===== config.mk =====
export PLATFORM = sky130hd
export DESIGN_NAME = multicycle_ctrl
export DESIGN_NICKNAME = d
export VERILOG_FILES = /design/src/rtl/multicycle_ctrl_pkg.sv /design/src/rtl/multicycle_ctrl_decode.sv /design/src/rtl/multicycle_ctrl.sv
export SDC_FILE = /design/constraint.sdc
export NUM_CORES = 1
export LEC_CHECK = 0
export ABC_AREA = 1
export CAP_MARGIN = 20
export CORE_MARGIN = 2
export CORE_UTILIZATION = 50
export DETAILED_ROUTE_END_ITERATION = 8
export PLACE_DENSITY = 0.78
export SETUP_SLACK_MARGIN = 0.2
export SYNTH_ARGS = -nofsm -noshare
export SYNTH_HDL_FRONTEND = slang
export SYNTH_SLANG_ARGS = --single-unit

===== constraint.sdc =====
create_clock -name clk -period 3.7 [get_ports clk]
set_input_delay 0.37 -clock clk [delete_from_list [all_inputs] [get_ports clk]]
set_output_delay 0.37 -clock clk [all_outputs]
set_load 0.005 [all_outputs]

===== src/rtl/multicycle_ctrl_pkg.sv =====
// multicycle_ctrl_pkg: opcodes, immediate/ALU codes, FSM states and decoded control bundle
package multicycle_ctrl_pkg;
  localparam logic [6:0] OPC_LUI      = 7'b0110111;
  localparam logic [6:0] OPC_AUIPC    = 7'b0010111;
  localparam logic [6:0] OPC_JAL      = 7'b1101111;
  localparam logic [6:0] OPC_JALR     = 7'b1100111;
  localparam logic [6:0] OPC_BRANCH   = 7'b1100011;
  localparam logic [6:0] OPC_LOAD     = 7'b0000011;
  localparam logic [6:0] OPC_STORE    = 7'b0100011;
  localparam logic [6:0] OPC_OP_IMM   = 7'b0010011;
  localparam logic [6:0] OPC_OP       = 7'b0110011;
  localparam logic [6:0] OPC_OP_IMM32 = 7'b0011011;
  localparam logic [6:0] OPC_OP32     = 7'b0111011;
  localparam logic [6:0] OPC_SYSTEM   = 7'b1110011;
  localparam logic [31:0] EBREAK = 32'h0010_0073;
  typedef enum logic [2:0] {IMM_I, IMM_U, IMM_B, IMM_S, IMM_J} imm_t;
  localparam logic [4:0] SEL_ADD   = 5'd0;
  localparam logic [4:0] SEL_SUB   = 5'd1;
  localparam logic [4:0] SEL_SLL   = 5'd2;
  localparam logic [4:0] SEL_SLT   = 5'd4;
  localparam logic [4:0] SEL_SLTU  = 5'd6;
  localparam logic [4:0] SEL_XOR   = 5'd8;
  localparam logic [4:0] SEL_SRL   = 5'd10;
  localparam logic [4:0] SEL_SRA   = 5'd11;
  localparam logic [4:0] SEL_OR    = 5'd12;
  localparam logic [4:0] SEL_AND   = 5'd14;
  localparam logic [4:0] SEL_COPYB = 5'd15;
  localparam logic [4:0] SEL_MUL   = 5'd16;
  typedef enum logic [2:0] {S_FETCH, S_DECODE, S_EXEC, S_MEM, S_MDU, S_WB, S_HALT, S_TRAP} state_t;
  typedef struct packed {
    imm_t       imm;
    logic       asrc;
    logic [1:0] bsrc;
    logic [4:0] sel;
    logic       word_op;
    logic       branch;
    logic       load;
    logic       store;
    logic       is_mem;
    logic       is_mdu;
    logic       writes_rd;
  } ctrl_t;
  function automatic logic [4:0] alu_sel(input logic [2:0] f3, input logic alt);
    return {1'b0, f3, alt};
  endfunction
endpackage


===== src/rtl/multicycle_ctrl_decode.sv =====
// multicycle_ctrl_decode: combinational IR to control-field decoder
module multicycle_ctrl_decode
  import multicycle_ctrl_pkg::*;
#(
  parameter int XLEN  = 32,
  parameter int HAS_M = 0
) (
  input  logic [31:0] ir,
  output ctrl_t       ctrl,
  output logic        is_halt,
  output logic        is_illegal
);
  localparam bit RV64 = XLEN == 64;
  logic [2:0] f3;
  logic [6:0] f7;
  logic       m_op;
  logic       f7_bad;
  // decode opcode/funct fields into the control bundle and legality
  always_comb begin
    f3 = ir[14:12];
    f7 = ir[31:25];
    m_op = f7 == 7'h01;
    f7_bad = !(f7 == 7'h00 || f7 == 7'h20 || (m_op && HAS_M != 0)) || (f7 == 7'h20 && !(f3 == 3'b000 || f3 == 3'b101));
    is_halt = ir == 32'h0 || ir == EBREAK;
    is_illegal = 1'b0;
    ctrl = '0;
    case (ir[6:0])
      OPC_LUI: begin
        ctrl.imm = IMM_U; ctrl.bsrc = 2'b01; ctrl.sel = SEL_COPYB; ctrl.writes_rd = 1'b1;
      end
      OPC_AUIPC: begin
        ctrl.imm = IMM_U; ctrl.asrc = 1'b1; ctrl.bsrc = 2'b01; ctrl.writes_rd = 1'b1;
      end
      OPC_JAL: begin
        ctrl.imm = IMM_J; ctrl.asrc = 1'b1; ctrl.bsrc = 2'b10; ctrl.branch = 1'b1; ctrl.writes_rd = 1'b1;
      end
      OPC_JALR: begin
        ctrl.asrc = 1'b1; ctrl.bsrc = 2'b10; ctrl.branch = 1'b1; ctrl.writes_rd = 1'b1;
      end
      OPC_BRANCH: begin
        ctrl.imm = IMM_B; ctrl.branch = 1'b1;
        ctrl.sel = (f3[2] & f3[1]) ? SEL_SLTU : (f3[2] ^ f3[1]) ? SEL_SLT : SEL_SUB;
      end
      OPC_LOAD: begin
        ctrl.bsrc = 2'b01; ctrl.load = 1'b1; ctrl.is_mem = 1'b1; ctrl.writes_rd = 1'b1;
      end
      OPC_STORE: begin
        ctrl.imm = IMM_S; ctrl.bsrc = 2'b01; ctrl.store = 1'b1; ctrl.is_mem = 1'b1;
      end
      OPC_OP_IMM, OPC_OP_IMM32: begin
        ctrl.bsrc = 2'b01; ctrl.writes_rd = 1'b1;
        ctrl.sel = alu_sel(f3, f3 == 3'b101 && ir[30]);
        ctrl.word_op = RV64 && ir[3];
        is_illegal = ir[3] && !RV64;
      end
      OPC_OP, OPC_OP32: begin
        ctrl.writes_rd = 1'b1;
        ctrl.is_mdu = m_op;
        ctrl.sel = m_op ? (SEL_MUL | {2'b00, f3}) : alu_sel(f3, ir[30]);
        ctrl.word_op = RV64 && ir[3];
        is_illegal = f7_bad || (ir[3] && !RV64);
      end
      OPC_SYSTEM: ctrl = '0;
      default: is_illegal = 1'b1;
    endcase
  end
endmodule


===== src/rtl/multicycle_ctrl.sv =====
// multicycle_ctrl: multi-cycle fetch/decode/exec/mem/mdu/wb control FSM
module multicycle_ctrl
  import multicycle_ctrl_pkg::*;
#(
  parameter int XLEN        = 32,
  parameter int HAS_M       = 0,
  parameter int ALU_SEL_W   = 5,
  parameter int MEM_TIMEOUT = 255
) (
  input  logic                 clk,
  input  logic                 rst,
  input  logic                 inst_valid,
  input  logic [31:0]          inst,
  output logic                 inst_ready,
  output logic                 lsu_req,
  output logic                 lsu_we,
  input  logic                 lsu_ack,
  output logic                 mdu_start,
  input  logic                 mdu_done,
  output logic [2:0]           op_imm,
  output logic                 op_alu_asrc,
  output logic [1:0]           op_alu_bsrc,
  output logic [ALU_SEL_W-1:0] op_alu_sel,
  output logic                 word_op,
  output logic                 branch,
  output logic                 load,
  output logic                 en_wmem,
  output logic                 en_wreg,
  output logic                 pc_update,
  output logic                 halted,
  output logic                 illegal,
  output logic                 bus_err,
  output logic [2:0]           state
);
  localparam int CW = MEM_TIMEOUT > 1 ? $clog2(MEM_TIMEOUT) : 1;
  localparam logic [CW-1:0] LAST = CW'(MEM_TIMEOUT > 0 ? MEM_TIMEOUT - 1 : 0);
  state_t        state_q, state_d;
  logic [31:0]   ir_q, ir_d;
  ctrl_t         ctrl_q, ctrl_d, dec;
  logic [CW-1:0] cnt_q, cnt_d;
  logic          illegal_q, illegal_d, bus_err_q, bus_err_d, mdu_busy_q;
  logic          is_halt, is_illegal, timeout;
  multicycle_ctrl_decode #(.XLEN(XLEN), .HAS_M(HAS_M)) u_ctrl_decode (
    .ir(ir_q),
    .ctrl(dec),
    .is_halt(is_halt),
    .is_illegal(is_illegal)
  );
  assign timeout = MEM_TIMEOUT != 0 && cnt_q == LAST;
  // state and datapath registers
  always_ff @(posedge clk) begin
    if (rst) begin
      state_q <= S_FETCH;
      ir_q <= '0;
      ctrl_q <= '0;
      cnt_q <= '0;
      illegal_q <= 1'b0;
      bus_err_q <= 1'b0;
      mdu_busy_q <= 1'b0;
    end else begin
      state_q <= state_d;
      ir_q <= ir_d;
      ctrl_q <= ctrl_d;
      cnt_q <= cnt_d;
      illegal_q <= illegal_d;
      bus_err_q <= bus_err_d;
      mdu_busy_q <= state_q == S_MDU;
    end
  end
  // next-state sequencing
  always_comb begin
    state_d = state_q;
    case (state_q)
      S_FETCH:  state_d = inst_valid ? S_DECODE : S_FETCH;
      S_DECODE: state_d = is_halt ? S_HALT : is_illegal ? S_TRAP : S_EXEC;
      S_EXEC:   state_d = ctrl_q.is_mem ? S_MEM : (ctrl_q.is_mdu && HAS_M != 0) ? S_MDU : S_WB;
      S_MEM:    state_d = lsu_ack ? S_WB : timeout ? S_TRAP : S_MEM;
      S_MDU:    state_d = mdu_done ? S_WB : S_MDU;
      S_WB:     state_d = S_FETCH;
      default:  state_d = state_q;
    endcase
  end
  // IR latch, decoded-field capture, MEM wait counter and sticky flags
  always_comb begin
    ir_d = (state_q == S_FETCH && inst_valid) ? inst : ir_q;
    ctrl_d = state_q == S_DECODE ? dec : ctrl_q;
    cnt_d = state_q == S_MEM ? cnt_q + 1'b1 : '0;
    illegal_d = illegal_q | (state_q == S_DECODE && !is_halt && is_illegal);
    bus_err_d = bus_err_q | (state_q == S_MEM && !lsu_ack && timeout);
  end
  // outputs decoded from state and registered fields
  always_comb begin
    inst_ready = state_q == S_FETCH && !rst;
    lsu_req = state_q == S_MEM;
    lsu_we = lsu_req && ctrl_q.store;
    en_wmem = lsu_req && lsu_we;
    mdu_start = state_q == S_MDU && !mdu_busy_q;
    pc_update = state_q == S_WB;
    en_wreg = pc_update && ctrl_q.writes_rd && ir_q[11:7] != 5'd0;
    halted = state_q == S_HALT || state_q == S_TRAP;
    op_imm = ctrl_q.imm;
    op_alu_asrc = ctrl_q.asrc;
    op_alu_bsrc = ctrl_q.bsrc;
    op_alu_sel = ALU_SEL_W'(ctrl_q.sel);
    word_op = ctrl_q.word_op;
    branch = ctrl_q.branch;
    load = ctrl_q.load;
    illegal = illegal_q;
    bus_err = bus_err_q;
    state = state_q;
  end
endmodule

# After elaboration in Yosys (flattened, before gate mapping)
# Cells that the tools add are included.
[word_totals]
ff_bits = 62
in_bits = 37
output_inout_bits = 27
wordCells = 108
[classes]
addsub = 1
n_eq_ne = 24
mux = 21
n_bitwise = 5
n_reduce_logical = 42
[ops]
columns = ["operator", "n"]
rows = [
  ["$eq 7x6->1 const B", 5],
  ["$eq 32x21->1 const B", 1],
  ["$logic_not 32->1", 1],
  ["$eq 7x7->1 const B", 4],
  ["$eq 7x5->1 const B", 3],
  ["$pmux 5 s4", 1],
  ["$mux 3", 6],
  ["$pmux 3 s6", 1],
  ["$eq 3x3->1 const B", 5],
  ["$logic_and 1x1->1", 13],
  ["$pmux 3 s4", 1],
  ["$reduce_or 2->1", 6],
  ["$mux 5", 2],
  ["$reduce_or 9->1", 1],
  ["$add 8x1->8 const B", 1],
  ["$eq 8x8->1 const B", 1],
  ["$mux 1", 8],
  ["$reduce_or 8->1", 1],
  ["$eq 7x1->1 const B", 1],
  ["$eq 7x2->1 const B", 1],
  ["$logic_not 7->1", 1],
  ["$eq 3x2->1 const B", 2],
  ["$logic_not 1->1", 6],
  ["$logic_not 3->1", 2],
  ["other kinds (12)", 19],
]

# Depth between registers and ports, before layout
# Gate-level depths: netlist of the first run.
[depth]
depth_word = 10
mapped_depth = 12
mapped_depth_nobuf = 12

# By module
# Synthesis of the first run repeated with hierarchy kept, for this count alone.
[unflattened]
hier_cells = 472
area_unflattened_um2 = 3268.1
[modules_own_cells]
columns = ["mod", "instances", "cells_per_inst", "area_per_inst_um2"]
rows = [
  ["multicycle_ctrl", 1, 327, 2567.5],
  ["multicycle_ctrl_decode", 1, 145, 700.7],
]

# Worst setup path before layout of the first run
# Ideal clock, no wire load.
[synth_timing]
path_kind = "reg-to-output"
from = "register state_q[2] (netlist: state[2])"
to = "output port lsu_we"
arrival_ns = 0.994
setup_slack_ns = 2.336
stages_incl_launch_ff = 6
cell_sequence = "dfxtp_1 buf_4 nor2_2 nand2_1 nor2_1 buf_4"
[synth_between]
elab_chain_cells = 2
[synth_rtl]
columns = ["element", "line_no", "text"]
rows = [
  ["from (decl)", "multicycle_ctrl.sv:37", "state_t state_q, state_d;"],
  ["from (signal assigned)", "multicycle_ctrl.sv:61", "state_q <= state_d;"],
  ["$eq 3x2->1", "multicycle_ctrl.sv:94", "lsu_req = state_q == S_MEM;"],
  ["$logic_and 1x1->1", "multicycle_ctrl.sv:95", "lsu_we = lsu_req && ctrl_q.store;"],
  ["to (decl)", "multicycle_ctrl.sv:16", "output logic lsu_we,"],
]
# Every way passes these cells.

# Worst setup path after layout of the first run
[layout_timing]
from = "register state_q[2] (netlist: state[2])"
to = "output port en_wreg"
[layout_between]
elab_chain_cells = 3
[layout_rtl]
columns = ["element", "line_no", "text"]
rows = [
  ["$eq 3x3->1", "multicycle_ctrl.sv:98", "pc_update = state_q == S_WB;"],
  ["$logic_and 1x1->1 (2 in a row)", "multicycle_ctrl.sv:99", "en_wreg = pc_update && ctrl_q.writes_rd && ir_q[11:7] != 5'd0;"],
  ["to (decl)", "multicycle_ctrl.sv:28", "output logic en_wreg,"],
]
# Every way passes these cells.

==> reports/results.ini, run 1 <==
[route]
drtPass1Iterations = 4
first_iter_violations = 149
vias_per_cell = 5.024
routedWlPerCell_um = 11.83
drc = 0
antenna_left = 0
vias = 2693
wl_mm = 6.341

[sta]
hold_viol_final = 0
period_needed_ns = 2.363
setup_viol_count_final = 0
tightest_slew_ns = 1.053
slew_violations = 0
slew_headroom = 0.2975
fin_tns_setup_ns = 0
finClkSkew_ns = 0.009073
fin_ws_ns = 1.337
period_share = 0.6386
rsz0062_at_grt = no
fmax_mhz = 423.2

[clock_tree]
cts_tree = yes
cts_resized = 0
cts_hold_buf = 0
cts_sinks = 62
clockBufferDepth = 2
clk-insertion-delay-late_ns = 0.35
cts-root-buf = clkbuf_8
cts_made_buffers = 9
cts_setup_buffers = 0
h-tree-depth = 3
cts.reportedPaths.clkPinSlew_ns = 0.07

[place]
place_ws_ns = 1.295
postPlaceCellArea_mm2 = 0.003485
gp_congestion = 0.9017
portBuffers = 62
dp_hpwl_mm = 4.618

[floorplanning]
core_area_mm2 = 0.005574
dieWidth_um = 80.59
io_pins = 64
row_count = 27
die_h_um = 80.59
die_area_mm2 = 0.006494
initial_utilization = 0.5262

[setup_path]
r2r_start = state[1]
critPathMaxStageDelay_ns = 0.56
slowest_stage = dfxtp_1
worstReg2RegEnd = ctrl_q[0]
crit_arrival_ns = 1.99
path_cells = inv_1 > nor2_1 > nand2_1 > nor2_1 > clkdlybuf4s50_1
crit_path_frequent_cell = nor2_1
reg2reg_depth = 8
startpoint_type = flop
worst-path-buf-inv = 2
worstPathMaxFanout = 9
end_kind = output pin
cp.required_ns = 3.33
crit_family = buffers and inverters
crit_type = reg2out
r2r_setup_slack_ns = 1.91

[hold_path]
whs_endpoint = ir_q[15]
hold_depth = 2
min_from = ir_q[15]
hold_class = reg2reg

[yosys]
netlist_instances = 414
synth.most_common_cell = dfxtp_1
ys.flop_type = dfxtp_1
synth_top_cell_area_share = 0.4232
synth_area_leaders = dfxtp_1 (42%), a21oi_1 (7.8%), o21ai_0 (7.8%)
synth_top_area_cell = dfxtp_1
synth_seq_cells = 62
syn_nets = 453
yosysSeqAreaShare = 0.4232
synth_area_mm2 = 0.002933
synth_cell_types = 34
synth_warnings = 0
ys_async_sr_fraction = 0
synth_common_cells = dfxtp_1 (62), nand2_1 (59), inv_1 (52)
synth_edf_count = 0
syn_area_per_cell_um2 = 7.084

[power_and_ir_drop]
peakVddDrop_uv = 381.8
total_power_mw = 2.420
power.leakage_nw = 1.452
power_density_mw_per_mm2 = 658.7

[layout]
area_delta_synth_final_pct = 25.26
seqCellArea_mm2 = 0.001241
design_area_mm2 = 0.003674
post-route-util = 0.6590
nets = 499
multi_input_area_mm2 = 0.001304
nFillCells = 509
drive_gt1_frac = 0.08836
diodes = 0

[grt]
grt_max_degree = 66
grt_pass1_vias = 2478
antenna_found_initial = 0
grt_use_total = 0.2183
grt_pass1_wl_mm = 10.76
grt_overflow = 0

[outcome]
status = finished, final reports clean

[run]
maxCapViolations = 0

## power breakdown
group	leakage [nW]	switching (mW)	internal (mW)
Clock	0.0952	0.263	0.323
Sequential	0.509	0.132	0.849
Combinational	0.848	0.487	0.367
Total	1.45	0.881	1.54
## logic make-up (layout without fill, tap and decap cells)
logic type	count (synthesis)	count (layout)	synth area share
AND/OR/NAND/NOR	152	152	0.2295
other	1	1	0.001279
XOR/XNOR	4	4	0.01195
adder cells (fa/ha/maj)	2	2	0.008531
AO/OA/AOI/OAI	106	106	0.1916
flip-flops	62	62	0.4232
buffers and inverters	87	137	0.1340
## layout by cell type (no fill, tap or decap), drive strengths merged
cell type,count
buf,1
inv,59
nand2,65
dfxtp,62
o21ai,47
conb,1
xnor2,1
nor3,2
clkinv,2
xor2,3
bufinv,1
nor2,55
clkdlybuf4s50,62
o31ai,1
a41oi,1
a31o,1
clkbuf,11
o221a,1
nor4,1
nand4,1
and2,2
a21oi,46
ha,2
o211ai,2
clkinvlp,1
nand3,22
o21a,1
nor3b,1
a31oi,6
nand3b,3
## stage by stage
| step | hold WS [ns] | cells |
|---|---|---|
| final | 0.4465 | 536 |
| after global routing | 0.4695 | 536 |
| after CTS | 0.4480 | 536 |
| after detailed placement | 0.4373 | 521 |
| after global placement | 0.4303 | 521 |
| after floorplan | 0.4229 | 414 |
## state kept, by name, indices dropped and copies added (netlist names)
name and cells:
op_alu_asrc 1, branch 1, ir_q 32, ctrl_q 3
op_alu_bsrc 2, bus_err 1, cnt_q 8, load 1
state 3, op_alu_sel 5, op_imm 3, illegal 1
mdu_busy_q 1
## worst max-delay path by stage
stage,from,endpoint,cells past startpoint
finish,state[2],en_wreg,5
global route,state[2],en_wreg,5
CTS,state[2],en_wreg,5
detailed placement,rst,ir_q[22],4
global placement,rst,op_alu_bsrc[0],4
floorplan,state[2],lsu_we,5
## per-layer routing
| layer | up-vias | track usage | wire, um |
|---|---|---|---|
| li1 | 1418 | - | - |
| met3 | 12 | 0.04157 | 284 |
| met4 | 0 | 0.1220 | 146 |
| met5 | - | 0 | 0 |
| met2 | 67 | 0.3592 | 2978 |
| met1 | 1196 | 0.2666 | 2932 |
## layout make-up
class	count	area share
Inverter	59	0.06029
Clock buffer	11	0.03849
Sequential cell	62	0.3379
Tap cell	72	0.02452
Clock inverter	4	0.01294
Timing Repair Buffer	63	0.1710
Multi-Input combinational cell	265	0.3549
## worst reg2reg max path: stages (launching register included)
cell and delay [ns]:
dfxtp_1 0.37, inv_2 0.10, nand2_2 0.08, nor2_4 0.37, inv_2 0.21, nor2_1 0.26
nand3_1 0.12, o211ai_1 0.10, inv_1 0.06
No activity file was read; power rests on OpenSTA's default activity.
==> run 2: changes to the inputs <==
==> constraint.sdc (replaced) <==
create_clock -name clk -period 2.4 [get_ports clk]
set_input_delay 0.24 -clock clk [delete_from_list [all_inputs] [get_ports clk]]
set_output_delay 0.24 -clock clk [all_outputs]
set_load 0.005 [all_outputs]
==> run 2 against run 1 <==
  * Clock power is 58% higher
  * Sequential cell count is the same
  * Critical endpoint is now en_wmem
  * Critical path depth unchanged
  * Critical path type unchanged
  * Largest power group unchanged
  * Final cell count grew 0.75%
  * Global-route usage fell by 0.67 points
  * Largest cell class unchanged
  * Setup slack got worse by 0.96 ns
==> reports/results.ini, run 2 (synthesis gave the netlist of run 1 again) <==
[power_and_ir_drop]
peakVddDrop_uv = 578.0  ; +51%
switching_share = 0.3573  ; -0.006782
p_clk_frac = 0.243  ; about the same
switchingPower_mw = 1.359  ; +54%
power.leakage_nw = 1.477  ; +1.7%
power_density_mw_per_mm2 = 1022  ; +55%
seqPwrFrac = 0.398  ; -0.007
cellInternalPower_mw = 2.445  ; +59%
p_comb_frac = 0.359  ; +0.006

[sta]
tightest_slew_ns = 0.5960  ; -0.4566 ns
period_needed_ns = 2.019
fin_ws_ns = 0.3808  ; -0.9565 ns
setup_viol_count_final = 0  ; unchanged
hold_ws_ns = 0.4469  ; +0.0003600 ns
fmax_mhz = 495.2
fin_tns_setup_ns = 0  ; unchanged
slew_violations = 0  ; unchanged
finClkSkew_ns = 0.004701  ; -0.004372 ns
slew_headroom = 0.6022  ; +0.3047
hold_viol_final = 0  ; unchanged
rsz0062_at_grt = no
period_share = 0.8413

[route]
first_iter_violations = 168  ; +13%
antenna_left = 0  ; unchanged
drc = 0  ; unchanged
drtPass1Iterations = 4  ; unchanged
wl_mm = 6.379  ; +0.60%
vias = 2758  ; +2.4%
routedWlPerCell_um = 11.81  ; -0.15%
vias_per_cell = 5.107  ; +1.7%

[place]
place_ws_ns = 0.4397  ; -0.8553 ns
portBuffers = 62  ; unchanged
dp_hpwl_mm = 4.604  ; -0.29%
postPlaceCellArea_mm2 = 0.003520  ; +1.0%
gp_congestion = 0.9090  ; +0.81%

[outcome]
status = finished, final reports clean

[setup_path]
crit_type = reg2out
cp.required_ns = 2.16  ; -1.17 ns
worst-path-buf-inv = 2  ; unchanged
end_kind = output pin
path_cells = inv_2 > nor2_2 > nand2_1 > nor2_1 > clkdlybuf4s50_1
slowest_stage = clkdlybuf4s50_1
worstReg2RegEnd = ir_q[15]
crit_family = buffers and inverters
startpoint_type = flop
worstPathMaxFanout = 5  ; -4
r2r_start = state[0]
r2r_setup_slack_ns = 0.56  ; -1.35 ns
reg2reg_depth = 5  ; -3
critPathMaxStageDelay_ns = 0.52  ; -0.04 ns
crit_arrival_ns = 1.78  ; -0.21 ns

[grt]
grt_overflow = 0  ; unchanged
grt_max_degree = 44  ; -33%
grt_pass1_vias = 2540  ; +2.5%
grt_use_total = 0.2116  ; -0.006731
grt_pass1_wl_mm = 10.72  ; -0.46%
antenna_found_initial = 0  ; unchanged

[layout]
layout_common_cells = clkdlybuf4s50_1 (62), dfxtp_1 (61), nand2_1 (59), inv_1 (52)
drive_gt1_frac = 0.09615  ; +0.007792
nets = 502  ; +0.60%
diodes = 0  ; unchanged
design_area_mm2 = 0.003722  ; +1.3%
regMostFlops = ir_q
area_delta_synth_final_pct = 26.92
largest_reg_flops = 32  ; unchanged
layout_commonest_cell = clkdlybuf4s50_1

[floorplanning]
die_area_mm2 = 0.006494  ; unchanged
die_h_um = 80.59  ; unchanged
io_pins = 64  ; unchanged
row_count = 27  ; unchanged
dieWidth_um = 80.59  ; unchanged
initial_utilization = 0.5262  ; unchanged
core_area_mm2 = 0.005574  ; unchanged

[clock_tree]
clockBufferDepth = 2  ; unchanged
cts.reportedPaths.clkPinSlew_ns = 0.07  ; about the same
clk-insertion-delay-late_ns = 0.33  ; -0.02 ns
cts-root-buf = clkbuf_8
cts_setup_buffers = 0  ; unchanged
cts_hold_buf = 0  ; unchanged
cts_made_buffers = 9  ; unchanged
h-tree-depth = 3  ; unchanged
cts_sinks = 62  ; unchanged
cts_tree = yes

[hold_path]
min_from = op_alu_bsrc[1]
hold_class = reg2reg
whs_endpoint = op_alu_bsrc[1]
hold_depth = 2  ; unchanged

[run]
maxCapViolations = 0  ; unchanged

## run 2: cell count changes in the layout (fill, tap and decap cells not counted), sizes merged
cell	previous run	this run
buf	1	4
clkbuf	11	13
clkinv	2	1
## run 2: through the flow
stage,instances,utilization,total power [mW]
2_1_floorplan,414,-,2.456
3_3_place_gp,524,0.6314,2.849
3_5_place_dp,524,0.6314,2.889
4_1_cts,540,0.6676,3.814
5_1_grt,540,0.6678,4.073
6_report,540,0.6678,3.804
## run 2: worst max path at each step
stage          cells past startpoint       start  slack, ns       end
6_report                           5    state[1]       0.38   en_wmem
5_1_grt                            5    state[1]       0.27   en_wmem
4_1_cts                            5    state[2]       0.24   en_wreg
3_5_place_dp                       5  inst_valid       0.44  ir_q[18]
3_3_place_gp                       5  inst_valid       0.50  ir_q[12]
2_1_floorplan                      6    state[2]       1.12  ir_q[17]
## run 2: timing repair
action	in CTS	in global routing
endpoints found under the setup margin	0	1
hold endpoints to repair	0	0
gates resized for setup	0	1
## run 2: power by group through the flow
stage	sequential [mW]	clock, mW	combinational, mW
4_1_cts	1.51	0.935	1.37
6_report	1.51	0.924	1.37
2_1_floorplan	1.47	0	0.984
3_5_place_dp	1.53	0	1.36
5_1_grt	1.54	0.970	1.56
3_3_place_gp	1.52	0	1.33
## run 2: cell type report
cell class	instances	area, um2
well taps	72	90.09
flip-flops and latches	62	1242
clock inverters	3	42.54
repair buffers	66	663.1
multi-input cells	265	1304
clock buffers	13	158.9
fillers	508	1852
inverters	59	221.5
## run 2: per-layer routing
layer,vias up,share of wire,track usage
met2,95,0.47,0.3542
met1,1223,0.45,0.2571
li1,1428,-,-
met5,-,0,0
met3,12,0.062,0.04494
met4,0,0.021,0.1017
## run 2: worst min-delay path, stage by stage, from the launching register on
cell     delay (ns)
dfxtp_1        0.31
inv_1          0.04
a21oi_1        0.05
==> run 3: changes to the inputs <==
==> constraint.sdc (replaced) <==
create_clock -name clk -period 1.97 [get_ports clk]
set_input_delay 0.197 -clock clk [delete_from_list [all_inputs] [get_ports clk]]
set_output_delay 0.197 -clock clk [all_outputs]
set_load 0.005 [all_outputs]
==> run 3 against run 2 <==
  * Utilization up 1.5 points
  * Clock power is 33% higher
  * Non-clock buffer count up 3
  * Cell area up 2.3%
  * Sequential power up 23%
  * Critical path depth is 1 lower
  * Via count fell by 1.2%
  * Global-route usage increased by 0.28 points
  * Largest cell class unchanged
==> reports/results.ini, run 3 (synthesis gave the netlist of run 1 again) <==
[layout]
layout_common_cells = dfxtp_1 (59), nand2_1 (58), clkdlybuf4s50_1 (55), inv_1 (52)
nFillCells = 486  ; -4.3%
layout.cells.non_filler = 543  ; +0.56%
design_area_mm2 = 0.003807  ; +2.3%
diodes = 0  ; unchanged
nets = 505  ; +0.60%
drive_gt1_frac = 0.1210  ; +0.02487
largest_reg_flops = 32  ; unchanged
area_delta_synth_final_pct = 29.82
regMostFlops = ir_q
layout_commonest_cell = dfxtp_1

[grt]
grt_max_degree = 66  ; +50%
antenna_found_initial = 0  ; unchanged
grt_use_met3 = 0.05506  ; +0.01011
use_met1 = 0.2500  ; -0.007143
grt_use_total = 0.2144  ; +0.002789
grt_pass1_vias = 2570  ; +1.2%
grt_pass1_wl_mm = 10.76  ; +0.46%
grt_overflow = 0  ; unchanged
grt_busiest_layer = met2
use_met2 = 0.3592  ; +0.005000

[sta]
rsz0062_at_grt = no
finClkSkew_ns = 0.004588  ; -0.0001124 ns
slew_violations = 0  ; unchanged
period_needed_ns = 1.679
period_share = 0.8524
hold_ws_ns = 0.4437  ; -0.003233 ns
fmax_mhz = 595.5
fin_tns_setup_ns = 0  ; unchanged
setup_viol_count_final = 0  ; unchanged
hold_viol_final = 0  ; unchanged

[setup_path]
end_kind = output pin
startpoint_type = flop
crit_type = reg2out
critPathMaxStageDelay_ns = 0.50  ; -0.02 ns
slowest_stage = clkdlybuf4s50_1
cp.required_ns = 1.77  ; -0.39 ns
worstPathMaxFanout = 6  ; +1
path_cells = buf_6 > nand2_1 > inv_1 > clkdlybuf4s50_1
crit_family = buffers and inverters
worst-path-buf-inv = 3  ; +1
crit_arrival_ns = 1.48  ; -0.30 ns

[clock_tree]
cts_made_buffers = 9  ; unchanged
h-tree-depth = 3  ; unchanged
cts_tree = yes
cts.reportedPaths.clkPinSlew_ns = 0.07  ; about the same
clockBufferDepth = 2  ; unchanged
clk-insertion-delay-late_ns = 0.34  ; about the same
cts-root-buf = clkbuf_8
cts_sinks = 62  ; unchanged

[place]
dp_cells = 525  ; +0.19%
postPlaceCellArea_mm2 = 0.003527  ; +0.21%
portBuffers = 62  ; unchanged
gp_congestion = 0.9006  ; -0.92%
dp_hpwl_mm = 4.596  ; -0.19%

[route]
vias_per_cell = 5.018  ; -1.7%
first_iter_violations = 169  ; +0.60%
wl_mm = 6.404  ; +0.39%
antenna_left = 0  ; unchanged
drc = 0  ; unchanged
drtPass1Iterations = 4  ; unchanged
vias = 2725  ; -1.2%
routedWlPerCell_um = 11.79  ; -0.16%

[floorplanning]
core_area_mm2 = 0.005574  ; unchanged
row_count = 27  ; unchanged
initial_utilization = 0.5262  ; unchanged
io_pins = 64  ; unchanged
die_h_um = 80.59  ; unchanged
die_area_mm2 = 0.006494  ; unchanged
dieWidth_um = 80.59  ; unchanged

[power_and_ir_drop]
power.leakage_nw = 1.590  ; +7.7%
peakVddDrop_uv = 661.7  ; +14%
power_density_mw_per_mm2 = 1268  ; +24%

[run]
maxCapViolations = 0  ; unchanged

[outcome]
status = finished, final reports clean

[hold_path]
hold_class = reg2reg

==> run 3: layout make-up <==
| cell class | count | area [um2] | area share |
|---|---|---|---|
| Multi-Input combinational cell | 265 | 1330 | 0.3493 |
| Sequential cell | 62 | 1247 | 0.3276 |
| Timing Repair Buffer | 69 | 695.7 | 0.1827 |
| Inverter | 59 | 221.5 | 0.05817 |
| Clock buffer | 10 | 137.6 | 0.03615 |
| Tap cell | 72 | 90.09 | 0.02366 |
| Clock inverter | 6 | 85.08 | 0.02235 |
==> run 3: metal layers <==
metal	share of wire	routed length, um
met1	0.46	2918
met2	0.47	2993
met3	0.056	357
met4	0.021	135
met5	0	0
==> run 3: path summary, 6_finish.rpt <==
check | startpoint | endpoint | slack, ns | depth (start not counted)
worst max register to register | ir_q[3] | state[0] | 0.50 | 10
worst max-delay path | state[2] | halted | 0.29 | 4
worst min register to register | ir_q[18] | ir_q[18] | 0.44 | 2
worst min-delay path | ir_q[18] | ir_q[18] | 0.44 | 2
==> run 3: power by group <==
part           switching, mW  internal [mW]  total [mW]  leakage (nW)
sequential             0.245           1.60        1.85         0.510
clock                  0.491          0.741        1.23         0.108
combinational          0.973          0.772        1.74         0.972
==> run 3: worst min-delay path: stages (launching register included) <==
cell	delay (ns)
dfxtp_1	0.31
inv_1	0.04
a21oi_1	0.05
==> run 3: timing repair <==
action                                  in CTS  in global routing
hold buffers                                 0                  0
setup buffers                                1                  1
gates resized for setup                      9                 10
pin swaps                                    1                  1
endpoints found under the setup margin       6                  6
==> run 3: per-stage QoR <==
step                      total power [mW]  utilization  worst slack (ns)
after floorplan                      2.992            -            0.6943
after global placement               3.488       0.6328            0.3679
after detailed placement             3.537       0.6328            0.3259
after CTS                            4.807       0.6765           0.02075
after global routing                 5.195       0.6831            0.2063
final                                4.827       0.6831            0.2908
